$ cat config.mk
export PLATFORM = sky130hd
export DESIGN_NAME = lcd_host
export DESIGN_NICKNAME = d
export VERILOG_FILES = /design/src/rtl/lcd_host.sv
export SDC_FILE = /design/constraint.sdc
export NUM_CORES = 1
export LEC_CHECK = 0
export ABC_AREA = 1
export CAP_MARGIN = 5
export CELL_PAD_IN_SITES_DETAIL_PLACEMENT = 0
export CELL_PAD_IN_SITES_GLOBAL_PLACEMENT = 1
export CORE_ASPECT_RATIO = 1.75
export CORE_UTILIZATION = 54
export DETAILED_ROUTE_END_ITERATION = 8
export PLACE_DENSITY_LB_ADDON = 0.1
export SETUP_SLACK_MARGIN = 0.15
export SYNTH_ARGS = -nofsm -noshare
export SYNTH_HDL_FRONTEND = slang
export SYNTH_SLANG_ARGS = --single-unit
$ cat constraint.sdc
create_clock -name clk -period 3.2 [get_ports clk]
set_input_delay 0.32 -clock clk [delete_from_list [all_inputs] [get_ports clk]]
set_output_delay 0.32 -clock clk [all_outputs]
set_load 0.02 [all_outputs]
$ cat src/rtl/lcd_host.sv
// Host-side sequencer for an LCD controller: queues commands, issues them
// one at a time, and captures the written frame. LCD_HOST_CKSUM_EN builds the pixel checksum.
module lcd_host (
    input  logic        clk,
    input  logic        reset,
    input  logic [2:0]  q_cmd,
    input  logic        q_push,
    output logic        q_full,
    output logic [2:0]  cmd,
    output logic        cmd_valid,
    input  logic        busy,
    input  logic        done,
    input  logic        IRB_RW,
    input  logic [5:0]  IRB_A,
    input  logic [7:0]  IRB_D,
    input  logic [5:0]  rd_addr,
    output logic [7:0]  rd_data,
    output logic        frame_done,
    output logic [13:0] checksum
);

    typedef enum logic [2:0] {
        IDLE, ISSUE, WAIT_ACK, WAIT_REL, CAPTURE, FIN
    } state_e;

    state_e      state_q, state_d;
    logic [2:0]  fifo_q [8];
    logic [2:0]  wr_ptr_q, rd_ptr_q;
    logic [3:0]  cnt_q;
    logic [2:0]  cmd_q;
    logic        frame_done_q;
    logic [7:0]  buf_q [64];
    logic        pop, push_ok, cap_wr;

    assign q_full     = (cnt_q == 4'd8);
    // A pop in the same cycle frees the slot, so a full queue can still accept.
    assign push_ok    = q_push && (!q_full || pop);
    assign cmd        = cmd_q;
    assign cmd_valid  = (state_q == ISSUE);
    assign frame_done = frame_done_q;
    assign rd_data    = buf_q[rd_addr];

    always_comb begin
        state_d = state_q;
        pop     = 1'b0;
        cap_wr  = 1'b0;
        case (state_q)
            IDLE:     if (cnt_q != 4'd0 && !busy) state_d = ISSUE;
            ISSUE: begin
                pop     = 1'b1;
                state_d = WAIT_ACK;
            end
            WAIT_ACK: if (busy) state_d = (cmd_q == 3'd0) ? CAPTURE : WAIT_REL;
            WAIT_REL: if (!busy) state_d = IDLE;
            CAPTURE: begin
                cap_wr = !IRB_RW;
                if (done) state_d = FIN;
            end
            FIN:      state_d = FIN;
            default:  state_d = IDLE;
        endcase
    end

    always_ff @(posedge clk) begin
        if (reset) begin
            state_q      <= IDLE;
            wr_ptr_q     <= 3'd0;
            rd_ptr_q     <= 3'd0;
            cnt_q        <= 4'd0;
            cmd_q        <= 3'd0;
            frame_done_q <= 1'b0;
        end else begin
            state_q  <= state_d;
            if (push_ok) wr_ptr_q <= wr_ptr_q + 3'd1;
            if (pop)     rd_ptr_q <= rd_ptr_q + 3'd1;
            cnt_q    <= cnt_q + {3'd0, push_ok} - {3'd0, pop};
            // Latch the head on entry to ISSUE so cmd holds it afterwards.
            if (state_q == IDLE && state_d == ISSUE) cmd_q <= fifo_q[rd_ptr_q];
            if (state_q == CAPTURE && done) frame_done_q <= 1'b1;
        end
    end

    always_ff @(posedge clk) begin
        if (!reset && push_ok) fifo_q[wr_ptr_q] <= q_cmd;
    end

    always_ff @(posedge clk) begin
        if (!reset && cap_wr) buf_q[IRB_A] <= IRB_D;
    end

`ifdef LCD_HOST_CKSUM_EN
    logic [13:0] cksum_q;

    always_ff @(posedge clk) begin
        if (reset)       cksum_q <= 14'd0;
        else if (cap_wr) cksum_q <= cksum_q + {6'd0, IRB_D};
    end

    assign checksum = cksum_q;
`else
    assign checksum = 14'd0;
`endif

endmodule

==> impl_metrics.sql, run 1 <==
INSERT INTO impl_metrics (metric_group, metric, value, unit) VALUES
('status', 'outcome', 'finished, final reports clean', ''),
('finish', 'diodes', '0', ''),
('synth', 'synthesis.area', '0.0230', 'mm2'),
('sta', 'final_min_period_over_clock_period', '92.6', '%'),
('clocking', 'htree_levels', '2', ''),
('placement', 'io_buffers', '42', ''),
('clocking', 'worstSkewPairLatency', '580', 'ps'),
('route', 'vias', '15064', ''),
('sta', 'max_clock_freq', '0.337', 'GHz'),
('sta', 'tns', '0', 'ps'),
('die', 'design.die.area', '0.0435', 'mm2'),
('global_route', 'met2_usage', '52.5', '%'),
('clocking', 'clock_sink_count', '553', ''),
('clocking', 'clkTransAtPathRegs', '70', 'ps'),
('global_route', 'grt_overflow', '0', ''),
('power_and_ir_drop', 'powerDensity', '602', 'mW/mm2'),
('placement', 'postPlaceCellArea', '0.0243', 'mm2'),
('die', 'floorplan.initialDensity', '55.0', '%'),
('die', 'die_w', '158', 'um'),
('worst_setup_path', 'r2r-start', 'cnt_q[2]', ''),
('sta', 'max_slew.worst_pin.slew', '1140', 'ps'),
('worst_setup_path', 'type_of_the_worst_setup_path', 'in2out', ''),
('clocking', 'clock_tree.root_cell', 'clkbuf_16', ''),
('flow_run', 'cap_violations', '0', ''),
('synth', 'syn_inst', '1997', ''),
('worst_setup_path', 'worst_ep_required_time', '2880', 'ps'),
('sta', 'timing.final.setup_violations', '0', ''),
('finish', 'utilization', '62.1', '%'),
('clocking', 'postCtsSetupRepairBufs', '0', ''),
('route', 'postRouteWirelength', '59700', 'um'),
('global_route', 'groute.layer.met1.usage', '32.9', '%'),
('global_route', 'antenna_found_initial', '0', ''),
('synth', 'ys_types', '29', ''),
('worst_setup_path', 'worstRegToRegCells', '14', ''),
('finish', 'syn2layout_area_growth', '12.9', '%'),
('placement', 'dp.final_hpwl', '38000', 'um'),
('die', 'pin_count', '57', ''),
('worst_setup_path', 'setup.worst_path.start_class', 'input pin', ''),
('synth', 'post_synth.cell_area_avg', '11.5', 'um2'),
('route', 'ant_nets', '0', ''),
('finish', 'filler_cell_count', '3455', ''),
('worst_setup_path', 'r2r_slack', '820', 'ps'),
('placement', 'place_congestion', '0.862', ''),
('die', 'placementRows', '99', ''),
('route', 'drcViolationCount', '0', ''),
('route', 'routed_wire_length_per_instance', '22.2', 'um'),
('clocking', 'post_cts_resize_count', '0', ''),
('global_route', 'largest_net_degree_at_the_start_of_global_routing', '99', ''),
('min_path', 'worstHoldPathType', 'in2reg', ''),
('sta', 'timing.slew.headroom', '23.7', '%'),
('synth', 'ys_warn_count', '0', ''),
('die', 'chipHeight', '275', 'um'),
('global_route', 'grt_use_total', '28.3', '%'),
('power_and_ir_drop', 'worst_ir_drop_vdd', '634', 'uV'),
('power_and_ir_drop', 'leakagePower', '9.51', 'nW'),
('sta', 'final-max-slew-violation-count', '0', ''),
('global_route', 'grt_use_met3', '3.01', '%'),
('worst_setup_path', 'worstSetupStartpoint', 'rd_addr[0]', ''),
('die', 'core_region_area', '0.0419', 'mm2'),
('worst_setup_path', 'endpoint_kind', 'primary output', ''),
('finish', 'finalNetCount', '2124', ''),
('finish', 'fraction_of_layout_cells_with_a_size_suffix_above_1', '9.96', '%'),
('route', 'vias_per_instance', '5.61', ''),
('power_and_ir_drop', 'total_power', '15.6', 'mW'),
('worst_setup_path', 'arrival', '2640', 'ps'),
('finish', 'fin_area', '0.0260', 'mm2'),
('global_route', 'grt_pass1_wl', '89100', 'um'),
('sta', 'worst_case_hold_slack', '237', 'ps'),
('synth', 'ffs_latches_synth', '553', ''),
('route', 'first_iter_violations', '1282', ''),
('worst_setup_path', 'r2r-end', 'cnt_q[3]', ''),
('global_route', 'global_route.peak_usage_layer', 'met2', ''),
('global_route', 'first_global_vias', '14720', ''),
('sta', 'timing.final.hold_violations', '0', ''),
('sta', 'timing.final.crit_period', '2960', 'ps'),
('clocking', 'cts.path.max_buffers', '3', ''),
('clocking', 'cts_made_buffers', '49', ''),
('synth', 'seq_area_frac_synth', '71.4', '%'),
('sta', 'fin_skew', '16.2', 'ps'),
('worst_setup_path', 'setup.worst_path.end', 'rd_data[1]', ''),
('clocking', 'tritoncts', 'built', ''),
('worst_setup_path', 'worst-path-max-fanout', '46', ''),
('route', 'detail_route.first_pass.iterations', '5', ''),
('sta', 'setup_repair_after_global_routing_missed_its_margin', 'no', ''),
('clocking', 'cts_hold_buf', '0', '');
-- critical path, stage by stage --
cell,delay [ps]
buf_6,160
inv_6,230
buf_12,270
nand2_1,100
nand3_1,70
nand3_1,180
nand2_1,140
nand2_1,50
nand3_1,130
nand3_1,180
nand2_1,160
clkdlybuf4s50_1,620
-- state kept, by name, indices dropped and copies added (netlist names) --
register,cells
frame_done,1
fifo_q,24
buf_q,512
wr_ptr_q,3
state_q,3
cmd,3
cnt_q,4
rd_ptr_q,3
-- cells in the final DEF, fill, tap and decap left out, drive strengths merged, types with 14 or more instances in the layout --
master         Yosys  layout
o21ai             17      17
inv               35      36
nand2            674     674
dfxtp             17      17
conb               1      14
nor2             101     101
clkdlybuf4s50      0      31
edfxtp           536     536
nand3            455     455
clkinv             0      15
buf              114     122
clkbuf            13      66
-- per-layer routing --
layer	routed length, um	share of wire (%)	vias up
met2	32400	54	529
met4	2490	4.2	0
met5	0	0	-
met1	21500	36	7299
li1	-	-	7119
met3	3280	5.5	117
-- cell type report --
class / count / area, um2 / area share, %
Tap cell: 555 / 694 / 2.67
Inverter: 35 / 139 / 0.535
Multi-Input combinational cell: 1295 / 5660 / 21.8
Sequential cell: 553 / 16400 / 63.3
Timing Repair Buffer: 153 / 1400 / 5.37
Clock buffer: 66 / 1360 / 5.24
Clock inverter: 26 / 297 / 1.14
-- logic make-up (layout without fill, tap and decap cells) --
kind of cell / after synthesis / after routing / synth area share [%]
adder cells (fa/ha/maj): 8 / 8 / 0.467
other: 1 / 14 / 0.0163
AO/OA/AOI/OAI: 37 / 37 / 0.930
buffers and inverters: 162 / 280 / 4.22
AND/OR/NAND/NOR: 1235 / 1235 / 22.9
XOR/XNOR: 1 / 1 / 0.0381
flip-flops: 553 / 553 / 71.4
-- stage by stage --
| step | cells | setup WS (ps) |
|---|---|---|
| 6_report | 2683 | 236 |
| 4_1_cts | 2683 | 285 |
| 3_5_place_dp | 2591 | 286 |
| 5_1_grt | 2683 | 201 |
| 2_1_floorplan | 2010 | 916 |
| 3_3_place_gp | 2591 | 295 |
-- worst min-delay path by stage --
stage,start,end,cells after the start
CTS,IRB_D[5],buf_q[40][5],1
global placement,frame_done,frame_done,1
floorplan,IRB_D[0],buf_q[0][0],0
detailed placement,frame_done,frame_done,1
finish,IRB_D[5],buf_q[40][5],1
global route,IRB_D[5],buf_q[41][5],1
-- synth_stat cells --
cell type / n / share of area, %
nand2_1: 674 / 11
edfxtp_1: 536 / 70
nand3_1: 446 / 9.7
nor2_1: 99 / 1.6
buf_2: 46 / 1.0
inv_1: 33 / 0.54
buf_4: 31 / 1.0
buf_6: 22 / 1.1
dfxtp_1: 17 / 1.5
o21ai_0: 17 / 0.37
buf_1: 13 / 0.21
clkbuf_1: 13 / 0.21
a21oi_1: 11 / 0.24
nand3_2: 9 / 0.39
ha_1: 7 / 0.38
o221ai_1: 6 / 0.23
buf_8: 2 / 0.13
nand4_1: 2 / 0.054
nor2_4: 2 / 0.098
nor3_1: 2 / 0.043
a211oi_1: 1 / 0.033
a31oi_1: 1 / 0.027
conb_1: 1 / 0.016
fa_1: 1 / 0.087
inv_2: 1 / 0.016
inv_4: 1 / 0.027
nor3b_1: 1 / 0.033
o21a_1: 1 / 0.033
xor2_1: 1 / 0.038
-- where the power goes --
| group | total, mW | internal, mW | switching [mW] |
|---|---|---|---|
| combinational | 1.48 | 0.462 | 1.02 |
| clock | 6.07 | 3.49 | 2.58 |
| sequential | 8.10 | 8.01 | 0.0822 |
| total | 15.6 | 12.0 | 3.68 |
(Power assumes the default switching activity.)
==> inputs of run 2 (changes only) <==
--- a/config.mk
+++ b/config.mk
@@ -10,7 +10,7 @@
 export CELL_PAD_IN_SITES_DETAIL_PLACEMENT = 0
 export CELL_PAD_IN_SITES_GLOBAL_PLACEMENT = 1
 export CORE_ASPECT_RATIO = 1.75
-export CORE_UTILIZATION = 54
+export CORE_UTILIZATION = 50
 export DETAILED_ROUTE_END_ITERATION = 8
 export PLACE_DENSITY_LB_ADDON = 0.1
 export SETUP_SLACK_MARGIN = 0.15
==> run 2 against run 1 <==
  * Global-route usage fell by 1.3 points
  * Sequential power hardly changed
  * Highest routed layer is now met5
  * Critical path type unchanged
  * Hold slack worse by 8.8 ps
  * Clock power shrank 7.9%
  * Clock-buffer cell count shrank 2
==> impl_metrics.sql, run 2 (synthesis gave the netlist of run 1 again) <==
INSERT INTO impl_metrics (metric_group, metric, value, unit) VALUES
('finish', 'filler_cell_count', '3786', ''),
('die', 'design.die.area', '0.0469', 'mm2'),
('route', 'detail_route.first_pass.iterations', '5', ''),
('route', 'routed_wire_length_per_instance', '22.7', 'um'),
('global_route', 'groute.layer.met1.usage', '31.2', '%'),
('sta', 'timing.final.hold_violations', '0', ''),
('finish', 'non_filler_instances', '2699', ''),
('worst_setup_path', 'type_of_the_worst_setup_path', 'in2out', ''),
('global_route', 'grt_use_met3', '3.23', '%'),
('worst_setup_path', 'crit_slowest_cell', 'clkdlybuf4s50_1', ''),
('worst_setup_path', 'setup.worst_path.start_class', 'input pin', ''),
('power_and_ir_drop', 'worst_ir_drop_vdd', '457', 'uV'),
('worst_setup_path', 'worstPathCellList', 'buf_6 -> inv_6 -> buf_12 -> buf_12 -> nand2_1 -> nand3_1 -> nand3_1 -> nand2_1 -> nand2_1 -> nand3_1 -> nand3_1 -> nand2_1 -> clkdlybuf4s50_1', ''),
('finish', 'register_with_the_most_flip_flops', 'buf_q', ''),
('sta', 'max_clock_freq', '0.350', 'GHz'),
('sta', 'fin_ws', '345', 'ps'),
('route', 'drcViolationCount', '0', ''),
('die', 'core_region_area', '0.0452', 'mm2'),
('clocking', 'clkTransAtPathRegs', '70', 'ps'),
('finish', 'syn2layout_area_growth', '12.3', '%'),
('clocking', 'htree_levels', '2', ''),
('worst_setup_path', 'worst_path_largest_cell_delay', '620', 'ps'),
('worst_setup_path', 'worst_ep_required_time', '2880', 'ps'),
('global_route', 'largest_net_degree_at_the_start_of_global_routing', '70', ''),
('placement', 'placement.setup.worst_slack', '280', 'ps'),
('sta', 'final-max-slew-violation-count', '0', ''),
('clocking', 'cts_hold_buf', '0', ''),
('sta', 'worst_case_hold_slack', '228', 'ps'),
('finish', 'fraction_of_layout_cells_with_a_size_suffix_above_1', '9.57', '%'),
('finish', 'finalNetCount', '2120', ''),
('sta', 'fin_skew', '15.8', 'ps'),
('clocking', 'post_cts_resize_count', '0', ''),
('finish', 'diodes', '0', ''),
('sta', 'final_min_period_over_clock_period', '89.2', '%'),
('power_and_ir_drop', 'powerDensity', '586', 'mW/mm2'),
('placement', 'dp.final_hpwl', '38800', 'um'),
('finish', 'fin_area', '0.0259', 'mm2'),
('placement', 'place_congestion', '0.834', ''),
('power_and_ir_drop', 'total_power', '15.2', 'mW'),
('die', 'chipHeight', '286', 'um'),
('finish', 'multi_input_area', '0.00566', 'mm2'),
('sta', 'max_slew.worst_pin.slew', '1210', 'ps'),
('route', 'first_iter_violations', '1165', ''),
('worst_setup_path', 'arrival', '2540', 'ps'),
('flow_run', 'cap_violations', '0', ''),
('placement', 'placed_cells_incl_taps', '2610', ''),
('clocking', 'postCtsSetupRepairBufs', '0', ''),
('finish', 'utilization', '57.2', '%'),
('sta', 'timing.final.setup_violations', '0', ''),
('placement', 'io_buffers', '42', ''),
('route', 'vias', '14959', ''),
('global_route', 'grt_use_total', '27.0', '%'),
('clocking', 'tritoncts', 'built', ''),
('die', 'placementRows', '103', ''),
('global_route', 'antenna_found_initial', '1', ''),
('global_route', 'grt_pass1_wl', '91500', 'um'),
('clocking', 'cts.path.max_buffers', '3', ''),
('global_route', 'first_global_vias', '15043', ''),
('clocking', 'cts_made_buffers', '48', ''),
('finish', 'register_area', '0.0164', 'mm2'),
('min_path', 'worstHoldPathType', 'in2reg', ''),
('worst_setup_path', 'endpoint_kind', 'primary output', ''),
('route', 'vias_per_instance', '5.54', ''),
('sta', 'setup_repair_after_global_routing_missed_its_margin', 'no', ''),
('global_route', 'global_route.peak_usage_layer', 'met2', ''),
('placement', 'postPlaceCellArea', '0.0244', 'mm2'),
('sta', 'timing.slew.headroom', '19.5', '%'),
('status', 'outcome', 'finished, final reports clean', ''),
('clocking', 'clock_sink_count', '553', ''),
('clocking', 'clock_tree.root_cell', 'clkbuf_16', ''),
('global_route', 'grt_overflow', '0', ''),
('die', 'die_w', '164', 'um'),
('sta', 'timing.final.crit_period', '2860', 'ps'),
('power_and_ir_drop', 'leakagePower', '9.45', 'nW'),
('worst_setup_path', 'worst-path-max-fanout', '29', ''),
('die', 'pin_count', '57', ''),
('finish', 'layout.cells.most_common', 'nand2_1', ''),
('clocking', 'worstSkewPairLatency', '570', 'ps'),
('sta', 'tns', '0', 'ps'),
('worst_setup_path', 'crit_family', 'buffers and inverters', ''),
('die', 'floorplan.initialDensity', '50.9', '%'),
('global_route', 'met2_usage', '48.7', '%'),
('route', 'ant_nets', '0', ''),
('finish', 'reg_top3', 'buf_q: 512 flops, fifo_q: 24 flops, cnt_q: 4 flops', ''),
('route', 'postRouteWirelength', '61300', 'um'),
('worst_setup_path', 'cp.buffers_inverters', '5', ''),
('finish', 'largest_reg_flops', '512', ''),
('finish', 'final_cell_mix', 'nand2_1 (674), edfxtp_1 (536), nand3_1 (446), nor2_1 (99), buf_4 (94)', '');
[run 2: cell types whose count changed in the layout (fill, tap and decap cells not counted)]
cell / delta
buf_4: -3
buf_12: +2
bufinv_16: -4
clkinv_2: +3
clkbuf_16: -2
clkinv_8: +1
clkinv_1: +3
clkinvlp_4: -4
clkinv_4: -1
inv_6: +1
buf_2: -2
[run 2: cell type report]
type / count / area share (%)
clock inverter: 25 / 0.731
inverter: 35 / 0.537
sequential: 553 / 63.6
multi-input combinational: 1295 / 21.9
timing repair buffer: 150 / 5.42
clock buffer: 64 / 5.08
tap: 577 / 2.79
[run 2: where the power goes]
| group | leakage [nW] | internal, mW | total, mW | switching [mW] |
|---|---|---|---|---|
| sequential | 4.96 | 8.01 | 8.10 | 0.0843 |
| clock | 0.746 | 3.06 | 5.59 | 2.53 |
| combinational | 3.74 | 0.466 | 1.47 | 1.01 |
[run 2: worst paths after layout]
path / startpoint / end / slack, ps / cells after the start
hold / removal: IRB_D[0] / buf_q[9][0] / 230 / 1
hold reg to reg: frame_done / frame_done / 480 / 1
setup / recovery: rd_addr[0] / rd_data[6] / 340 / 13
setup reg to reg: state_q[1] / buf_q[0][0] / 740 / 7
[run 2: per-layer routing]
metal / routed length [um] / vias to the layer above
met3: 2590 / 143
li1: - / 7098
met1: 22800 / 7297
met5: 14 / -
met4: 3150 / 2
met2: 32700 / 419
==> inputs of run 3 (changes only) <==
--- a/config.mk
+++ b/config.mk
@@ -14,6 +14,7 @@
 export DETAILED_ROUTE_END_ITERATION = 8
 export PLACE_DENSITY_LB_ADDON = 0.1
 export SETUP_SLACK_MARGIN = 0.15
+export SLEW_MARGIN = 0
 export SYNTH_ARGS = -nofsm -noshare
 export SYNTH_HDL_FRONTEND = slang
 export SYNTH_SLANG_ARGS = --single-unit
==> constraint.sdc (replaced) <==
create_clock -name clk -period 3.2 [get_ports clk]
set_input_delay 0.96 -clock clk [delete_from_list [all_inputs] [get_ports clk]]
set_output_delay 0.96 -clock clk [all_outputs]
set_load 0.02 [all_outputs]
==> run 3 against run 2 <==
  * The run now ends with setup timing left
  * Sequential share of layout area fell by 6.7 points
  * Final area increased by 12%
  * First-iteration DRC count rose by 8.9%
  * Critical endpoint is now rd_data[0]
  * Largest power group unchanged
==> impl_metrics.sql, run 3 (synthesis gave the netlist of run 1 again) <==
INSERT INTO impl_metrics (metric_group, metric, value, unit) VALUES
('finish', 'fin_area', '0.0289', 'mm2'),
('global_route', 'first_global_vias', '15457', ''),
('sta', 'final-max-slew-violation-count', '0', ''),
('worst_setup_path', 'arrival', '2370', 'ps'),
('sta', 'timing.final.setup_violations', '8', ''),
('sta', 'worst_case_hold_slack', '467', 'ps'),
('sta', 'timing.final.hold_violations', '0', ''),
('sta', 'timing.slew.headroom', '49.1', '%'),
('route', 'first_iter_violations', '1269', ''),
('placement', 'io_buffers', '42', ''),
('power_and_ir_drop', 'powerDensity', '548', 'mW/mm2'),
('sta', 'max_clock_freq', '0.300', 'GHz'),
('sta', 'tns', '-813', 'ps'),
('sta', 'setup_repair_after_global_routing_missed_its_margin', 'yes', ''),
('min_path', 'source_of_the_worst_hold_timing_path', 'frame_done', ''),
('finish', 'utilization', '63.9', '%'),
('clocking', 'htree_levels', '2', ''),
('global_route', 'grt_use_total', '28.4', '%'),
('finish', 'largest_reg_flops', '512', ''),
('die', 'chipHeight', '286', 'um'),
('route', 'drcViolationCount', '0', ''),
('die', 'core_region_area', '0.0452', 'mm2'),
('status', 'outcome', 'finished, violations left', ''),
('status', 'violations', 'setup timing', ''),
('worst_setup_path', 'type_of_the_worst_setup_path', 'in2out', ''),
('route', 'ant_nets', '0', ''),
('worst_setup_path', 'worst-path-max-fanout', '6', ''),
('die', 'die_w', '164', 'um'),
('clocking', 'clock_tree.root_cell', 'clkbuf_16', ''),
('min_path', 'hold_path_end', 'frame_done', ''),
('placement', 'placed_cells_incl_taps', '2666', ''),
('finish', 'non_filler_instances', '2805', ''),
('min_path', 'worst_hold_path_stage_count', '1', ''),
('worst_setup_path', 'worst_ep_required_time', '2240', 'ps'),
('die', 'floorplan.initialDensity', '50.9', '%'),
('worst_setup_path', 'setup.worst_path.start_class', 'input pin', ''),
('finish', 'reg_top3', 'buf_q: 512 flops, fifo_q: 24 flops, cnt_q: 4 flops', ''),
('clocking', 'tritoncts', 'built', ''),
('finish', 'register_with_the_most_flip_flops', 'buf_q', ''),
('clocking', 'cts_made_buffers', '47', ''),
('global_route', 'grt_pass1_wl', '95200', 'um'),
('clocking', 'cts_hold_buf', '0', ''),
('sta', 'fin_ws', '-129', 'ps'),
('global_route', 'antenna_found_initial', '0', ''),
('power_and_ir_drop', 'leakagePower', '10.8', 'nW'),
('clocking', 'worstSkewPairLatency', '570', 'ps'),
('placement', 'postPlaceCellArea', '0.0250', 'mm2'),
('route', 'routed_wire_length_per_instance', '24.6', 'um'),
('finish', 'diodes', '0', ''),
('flow_run', 'cap_violations', '0', ''),
('placement', 'placement.setup.worst_slack', '-753', 'ps'),
('route', 'vias', '16080', ''),
('worst_setup_path', 'r2r_slack', '920', 'ps'),
('worst_setup_path', 'worstRegToRegCells', '12', ''),
('route', 'detail_route.first_pass.iterations', '5', ''),
('sta', 'timing.final.crit_period', '3330', 'ps'),
('power_and_ir_drop', 'worst_ir_drop_vdd', '412', 'uV'),
('finish', 'finalNetCount', '2231', ''),
('placement', 'dp.final_hpwl', '38500', 'um'),
('clocking', 'cts.path.max_buffers', '3', ''),
('die', 'placementRows', '103', ''),
('finish', 'syn2layout_area_growth', '25.6', '%'),
('worst_setup_path', 'r2r-end', 'cnt_q[1]', ''),
('die', 'design.die.area', '0.0469', 'mm2'),
('min_path', 'worstHoldPathType', 'reg2reg', ''),
('clocking', 'clkTransAtPathRegs', '60', 'ps'),
('finish', 'final_cell_mix', 'nand2_1 (617), edfxtp_1 (536), nand3_1 (312), buf_4 (131), nand3_2 (130)', ''),
('placement', 'place_congestion', '0.834', ''),
('sta', 'max_slew.worst_pin.slew', '764', 'ps'),
('finish', 'fraction_of_layout_cells_with_a_size_suffix_above_1', '22.8', '%'),
('power_and_ir_drop', 'total_power', '15.9', 'mW'),
('sta', 'final_min_period_over_clock_period', '104', '%'),
('worst_setup_path', 'endpoint_kind', 'primary output', ''),
('global_route', 'grt_overflow', '0', ''),
('sta', 'fin_skew', '12.9', 'ps'),
('global_route', 'largest_net_degree_at_the_start_of_global_routing', '65', ''),
('route', 'postRouteWirelength', '69000', 'um'),
('worst_setup_path', 'r2r-start', 'cnt_q[2]', ''),
('route', 'vias_per_instance', '5.73', ''),
('clocking', 'clock_sink_count', '553', ''),
('die', 'pin_count', '57', ''),
('finish', 'layout.cells.most_common', 'nand2_1', '');
-- run 3: repair_timing --
action | 4_1_cts | 5_1_grt
pin swaps | 21 | 61
gates cloned | 18 | 21
endpoints found under the hold margin | 0 | 0
buffers inserted | 11 | 6
resized for setup | 184 | 142
endpoints found under the setup margin | 10 | 8
-- run 3: final cells by class --
cell class                      count  area (um2)
Multi-Input combinational cell   1295        6590
Timing Repair inverter              1        20.0
Inverter                           35         178
Clock inverter                     19         239
Timing Repair Buffer              261        3430
Sequential cell                   553       16400
Fill cell                        3416       16300
Tap cell                          577         722
Clock buffer                       64        1300
-- run 3: routing by layer --
layer | vias to the layer above | wire length (um) | GRT usage, %
met5 | - | 0 | 0
met1 | 7960 | 23800 | 31.7
li1 | 7345 | - | -
met4 | 0 | 4480 | 15.3
met3 | 176 | 3320 | 2.77
met2 | 599 | 37400 | 52.3
-- run 3: worst max path at each step --
stage / start / to / cells after the start
after floorplan: rd_addr[0] / rd_data[1] / 12
after global placement: rd_addr[0] / rd_data[7] / 12
after detailed placement: rd_addr[0] / rd_data[7] / 12
after CTS: rd_addr[0] / rd_data[7] / 12
after global routing: rd_addr[0] / rd_data[1] / 12
final: rd_addr[0] / rd_data[0] / 12
-- run 3: report_power, final --
group | internal, mW | switching [mW] | leakage, nW
logic | 0.746 | 1.21 | 5.11
clock network | 3.33 | 2.48 | 0.751
registers | 8.01 | 0.0841 | 4.96
-- run 3: critical path, stage by stage --
cell	delay (ps)
buf_16	160
buf_12	180
clkbuf_16	190
nand2_1	60
nand3_1	90
nand3_2	130
nand2_2	110
nand2_1	70
nand3_2	100
nand3_4	100
nand2_4	80
buf_6	110
==> variant 1: new RTL, flow settings as in run 1 <==
The option `LCD_HOST_CKSUM_EN` is turned on by a define.
--- a/src/rtl/lcd_host.sv
+++ b/src/rtl/lcd_host.sv
@@ -2,2 +2,4 @@
 // one at a time, and captures the written frame. LCD_HOST_CKSUM_EN builds the pixel checksum.
+`define LCD_HOST_CKSUM_EN
+
 module lcd_host (
Formal check against the unedited RTL: not equivalent (a bounded check fails within 10 cycles, from zero or initial values and one cycle with reset high).
==> variant 1 against run 1 <==
- synthesized area is 3.9% higher
- critical path depth stayed put
- sequential cell count is 14 higher
- fmax is 2.7% higher
- routed wire length is 5.9% higher
- total power is 1.3% higher
- setup slack better by 78 ps
- design area is 3.6% higher
- hold slack worse by 170 ps
- critical path type unchanged
- highest routed layer is now met5
==> variant 1: results (changes against run 1) <==
| Metric | Value |
|---|---|
| Seq/Total Area, Yosys | 0.6987 (-0.01536) |
| Cell variety after synth | 42 (+45%) |
| Avg Vias per Cell | 5.656 (+0.73%) |
| Crit Path Max Fanout | 55 (+20%) |
| Slew HR | 0.4274 (+0.1899) |
| Routability Congestion | 0.9469 (+9.8%) |
| N_diodes | 1 (+1) |
| Clock latency on the worst-skew pair | 570 ps |
| Reg2Reg Depth | 5 (-9) |
| Max VDD drop | 505.2 µV (-20%) |
| Mapped Cells | 2135 (+6.9%) |
| FFs w/ async S/R, synth | 0 (unchanged) |
| Reg2reg end | buf_q[21][1]$_DFFE_PP_ |
| Multi-input gates | 1396 (+7.8%) |
| Area contributors post-synth | edfxtp_1, nand2_1, nand3_1 |
| Post-place setup slack | 361.4 ps (+75.08 ps) |
| Nets@finish | 2274 (+7.1%) |
| Initial DRC Count | 1399 (+9.1%) |
| Plain + repair buffers | 160 (+4.6%) |
| Data buffer area share | 0.05276 (-0.0009350) |
| Most flop-heavy register | buf_q |
| Worst r2r src | state_q[0]$_SDFF_PP0_ |
| Routed wire length | 63190 µm (+5.9%) |
| R2R Setup Slk | 740 ps (-80 ps) |
| P_leak | 9.952 nW (+4.6%) |
| Die width | 161.1 µm (+1.9%) |
| Final period util | 0.9018 (-0.02442) |
| Fin util | 0.6174 (-0.003194) |
| Status | complete, no violations |
| Layout cells sized above 1 | 0.09139 (-0.008233) |
| Final clock-cell share | 0.06043 (-0.003426) |
| Area occupied by multi-input gates | 0.006233 mm² (+10%) |
| DR WL/cell | 22.31 µm (+0.36%) |
| Total global-route track usage | 0.2855 (+0.002472) |
| Yosys warnings | 0 (unchanged) |
| Hold endpoint | buf_q[55][5]$_DFFE_PP_ |
| DR pass1 iterations | 6 (+1) |
| Initial antenna violation count | 5 (+5) |
| List of most frequent post-synthesis cells | nand2_1, edfxtp_1, nand3_1 |
| Critical path data arrival time | 2570 ps (-70 ps) |
| Clock Tree Buf Depth | 3 (unchanged) |
| CP Capture Point | rd_data[7] |
| Largest net degree at the start of global routing | 92 (-7.1%) |
| Inverters | 54 (+54%) |
| First-pass GRT wire length | 94290 µm (+5.8%) |
| Worst setup path start | rd_addr[0] |
| Seq_cells | 567 (+2.5%) |
| Seq/total area | 0.6210 (-0.01156) |
| Hold WS | 70.15 ps (-166.8 ps) |
| DP HPWL | 39630 µm (+4.4%) |
| Clock buffers | 57 (-14%) |
| Port buffer count | 56 (+33%) |
| Cell Area, Placed | 0.02529 mm² (+4.0%) |
| Placed cells | 2743 (+5.9%) |
| Vias in the first global route | 15600 (+6.0%) |
| Fillers | 3561 (+3.1%) |
| Post-Route Skew | 19.74 ps (+3.530 ps) |
| Worst Hold Launch | IRB_D[5] |
## variant 1: changes by cell type in the layout (fill, tap and decap cells not counted), moves of 6 or more
cell / before / now
o21ai_0: 17 / 24
clkdlybuf4s50_1: 31 / 45
o221ai_1: 6 / 0
nor2_1: 99 / 111
o211ai_1: 0 / 6
nand2_1: 674 / 718
nand3_1: 446 / 466
conb_1: 14 / 0
ha_1: 7 / 15
dfxtp_1: 17 / 31
inv_1: 32 / 50
a21oi_1: 11 / 19
clkbuf_1: 12 / 6
## variant 1: logic make-up (layout without fill, tap and decap cells)
kind of cell / after synthesis / after routing / share of synthesized area
AOI/OAI and AO/OA: 59 / 59 / 0.01402
DFF: 567 / 567 / 0.6987
and+or+nand+nor: 1317 / 1317 / 0.2359
other: 0 / 1 / 0
adders and majority gates: 17 / 17 / 0.009518
xor gates and xnor gates: 3 / 3 / 0.001098
buffers and inverters: 172 / 302 / 0.04079
## variant 1: critical path: stages
cell and delay (ps):
buf_6 130, inv_6 190, buf_12 290, nand2_1 80, nand3_1 80, nand3_1 150, nand2_1 110, nand2_1 70
nand3_1 200, nand3_1 100, nand2_1 160, clkdlybuf4s50_1 630
## variant 1: metal layers
metal / part of all wire / vias to the layer above / routed length [µm] / GRT usage
met5: 0.00021 / - / 13 / 0
met4: 0.050 / 2 / 3152 / 0.1405
met3: 0.052 / 136 / 3282 / 0.03104
met2: 0.53 / 481 / 33410 / 0.5168
met1: 0.37 / 7791 / 23340 / 0.3351
li1: - / 7607 / - / -
## variant 1: power breakdown
group / switching [mW] / total (mW) / internal, mW / leakage, nW
clock network: 2.65 / 6.08 / 3.43 / 0.778
registers: 0.0844 / 8.27 / 8.19 / 5.07
logic: 1.02 / 1.49 / 0.469 / 4.11
==> variant 2: new RTL, settings of run 1 <==
Without the edit above. The 6 states of `state_e` get a one-hot encoding in 6 bits.
--- a/src/rtl/lcd_host.sv
+++ b/src/rtl/lcd_host.sv
@@ -21,4 +21,4 @@
 
-    typedef enum logic [2:0] {
-        IDLE, ISSUE, WAIT_ACK, WAIT_REL, CAPTURE, FIN
+    typedef enum logic [5:0] {
+        IDLE = 6'b000001, ISSUE = 6'b000010, WAIT_ACK = 6'b000100, WAIT_REL = 6'b001000, CAPTURE = 6'b010000, FIN = 6'b100000
     } state_e;
Function: no difference found for any inputs over 4 cycles, from zero or initial values and one cycle with reset high; so few cycles prove little.
==> variant 2 against run 1 <==
- total power fell by 3.9%
- synthesized area hardly changed
- setup slack better by 65 ps
- design area up 0.26%
- largest cell class unchanged
- sequential power is essentially flat
- first-iteration DRC count fell by 8.6%
- non-clock buffer count down 3
- die area about the same
- fmax rose by 2.3%
- register-to-register slack worse by 240 ps
- sequential cell count is 3 higher
- routed wire length grew 2.1%
- critical endpoint is now rd_data[3]
==> variant 2: results (changes against run 1) <==
| Metric | Value |
|---|---|
| Status | complete, no violations |
| Cell variety after synth | 31 (+6.9%) |
| Routability Congestion | 0.8651 (+0.32%) |
| Area contributors post-synth | edfxtp_1, nand2_1, nand3_1 |
| Cell Area, Placed | 0.02456 mm² (+0.99%) |
| Internal | 11.51 mW (-3.8%) |
| Post-Route Skew | 14.75 ps (-1.455 ps) |
| Max VDD drop | 545.8 µV (-14%) |
| Reg2Reg Depth | 12 (-2) |
| Post-place setup slack | 236.7 ps (-49.58 ps) |
| Crit Path Max Fanout | 53 (+15%) |
| Seq/Total Area, Yosys | 0.7173 (+0.003272) |
| Final period util | 0.9058 (-0.02044) |
| R2R Setup Slk | 580 ps (-240 ps) |
| Initial DRC Count | 1172 (-8.6%) |
| Cts bufs inserted | 48 (-2.0%) |
| List of most frequent post-synthesis cells | nand2_1, edfxtp_1, nand3_1 |
| Crit path largest cell delay | 600 ps (-20 ps) |
| Total global-route track usage | 0.2893 (+0.006250) |
| Routed wire length | 60890 µm (+2.1%) |
| Largest net degree at the start of global routing | 91 (-8.1%) |
| Top flop regs | buf_q: 512 flops, fifo_q: 24 flops, state_q: 6 flops |
| P_leak | 9.552 nW (+0.43%) |
| First-pass GRT wire length | 90880 µm (+2.0%) |
| Vias | 15340 (+1.8%) |
| Nets@finish | 2142 (+0.85%) |
| DP HPWL | 38350 µm (+0.99%) |
| Slew HR | 0.3977 (+0.1602) |
==> variant 2: final timing paths <==
path / startpoint / to
setup / recovery: rd_addr[0] / rd_data[3]
hold reg to reg: frame_done$_SDFFE_PP0P_ / frame_done$_SDFFE_PP0P_
setup reg to reg: state_q[4]$_SDFF_PP0_ / cnt_q[2]$_SDFF_PP0_
hold / removal: IRB_D[1] / buf_q[5][1]$_DFFE_PP_
==> variant 2: cells by family after synthesis <==
logic type                 count (synthesis)  share of synthesized area
AOI/OAI and AO/OA                         22                   0.005604
xor gates and xnor gates                   1                  0.0003809
adders and majority gates                  8                   0.004679
buffers and inverters                    161                    0.03058
DFF                                      556                     0.7173
other                                      1                  0.0001631
and+or+nand+nor                         1270                     0.2413
==> variant 2: cell type report <==
| class | instances | area share |
|---|---|---|
| clock buffers | 60 | 0.04904 |
| clock inverters | 25 | 0.007637 |
| flip-flops and latches | 556 | 0.6332 |
| well taps | 555 | 0.02666 |
| inverters | 34 | 0.005283 |
| repair buffers | 150 | 0.05374 |
| multi-input cells | 1315 | 0.2244 |
==> variant 2: through the flow <==
step           utilization  hold slack, ps  std cells
6_report            0.6222           179.7       2695
5_1_grt             0.6222           180.2       2695
4_1_cts             0.6220           158.3       2695
3_5_place_dp        0.5867           458.8       2610
3_3_place_gp        0.5867           446.2       2610
2_1_floorplan            -           418.9       2032
==> variant 2: power by group through the flow <==
stage,clock network (mW),logic [mW],registers [mW]
after detailed placement,0,1.34,8.23
final,5.61,1.34,8.08
after floorplan,0,0.747,8.25
after global placement,0,1.32,8.23
after CTS,5.68,1.35,8.08
after global routing,5.91,1.47,8.08
==> variant 2: worst max-delay path: cells and delay by family <==
family | cells | cell delay [ps]
buffers and inverters | 5 | 1420
AND/OR/NAND/NOR | 8 | 810
==> variant 2: routing by layer <==
metal  vias to the layer above  routed length, µm  GRT usage
met5                         -                  0          0
met4                         0               2517     0.1222
met3                       131               3026    0.02694
met2                       516              32960     0.5354
met1                      7503              22390     0.3392
li1                       7188                  -          -
==> variant 2: timing repair <==
item                                    CTS  global route
gates resized for setup                   0             2
endpoints found under the setup margin    0             2
hold buffers                              0             0
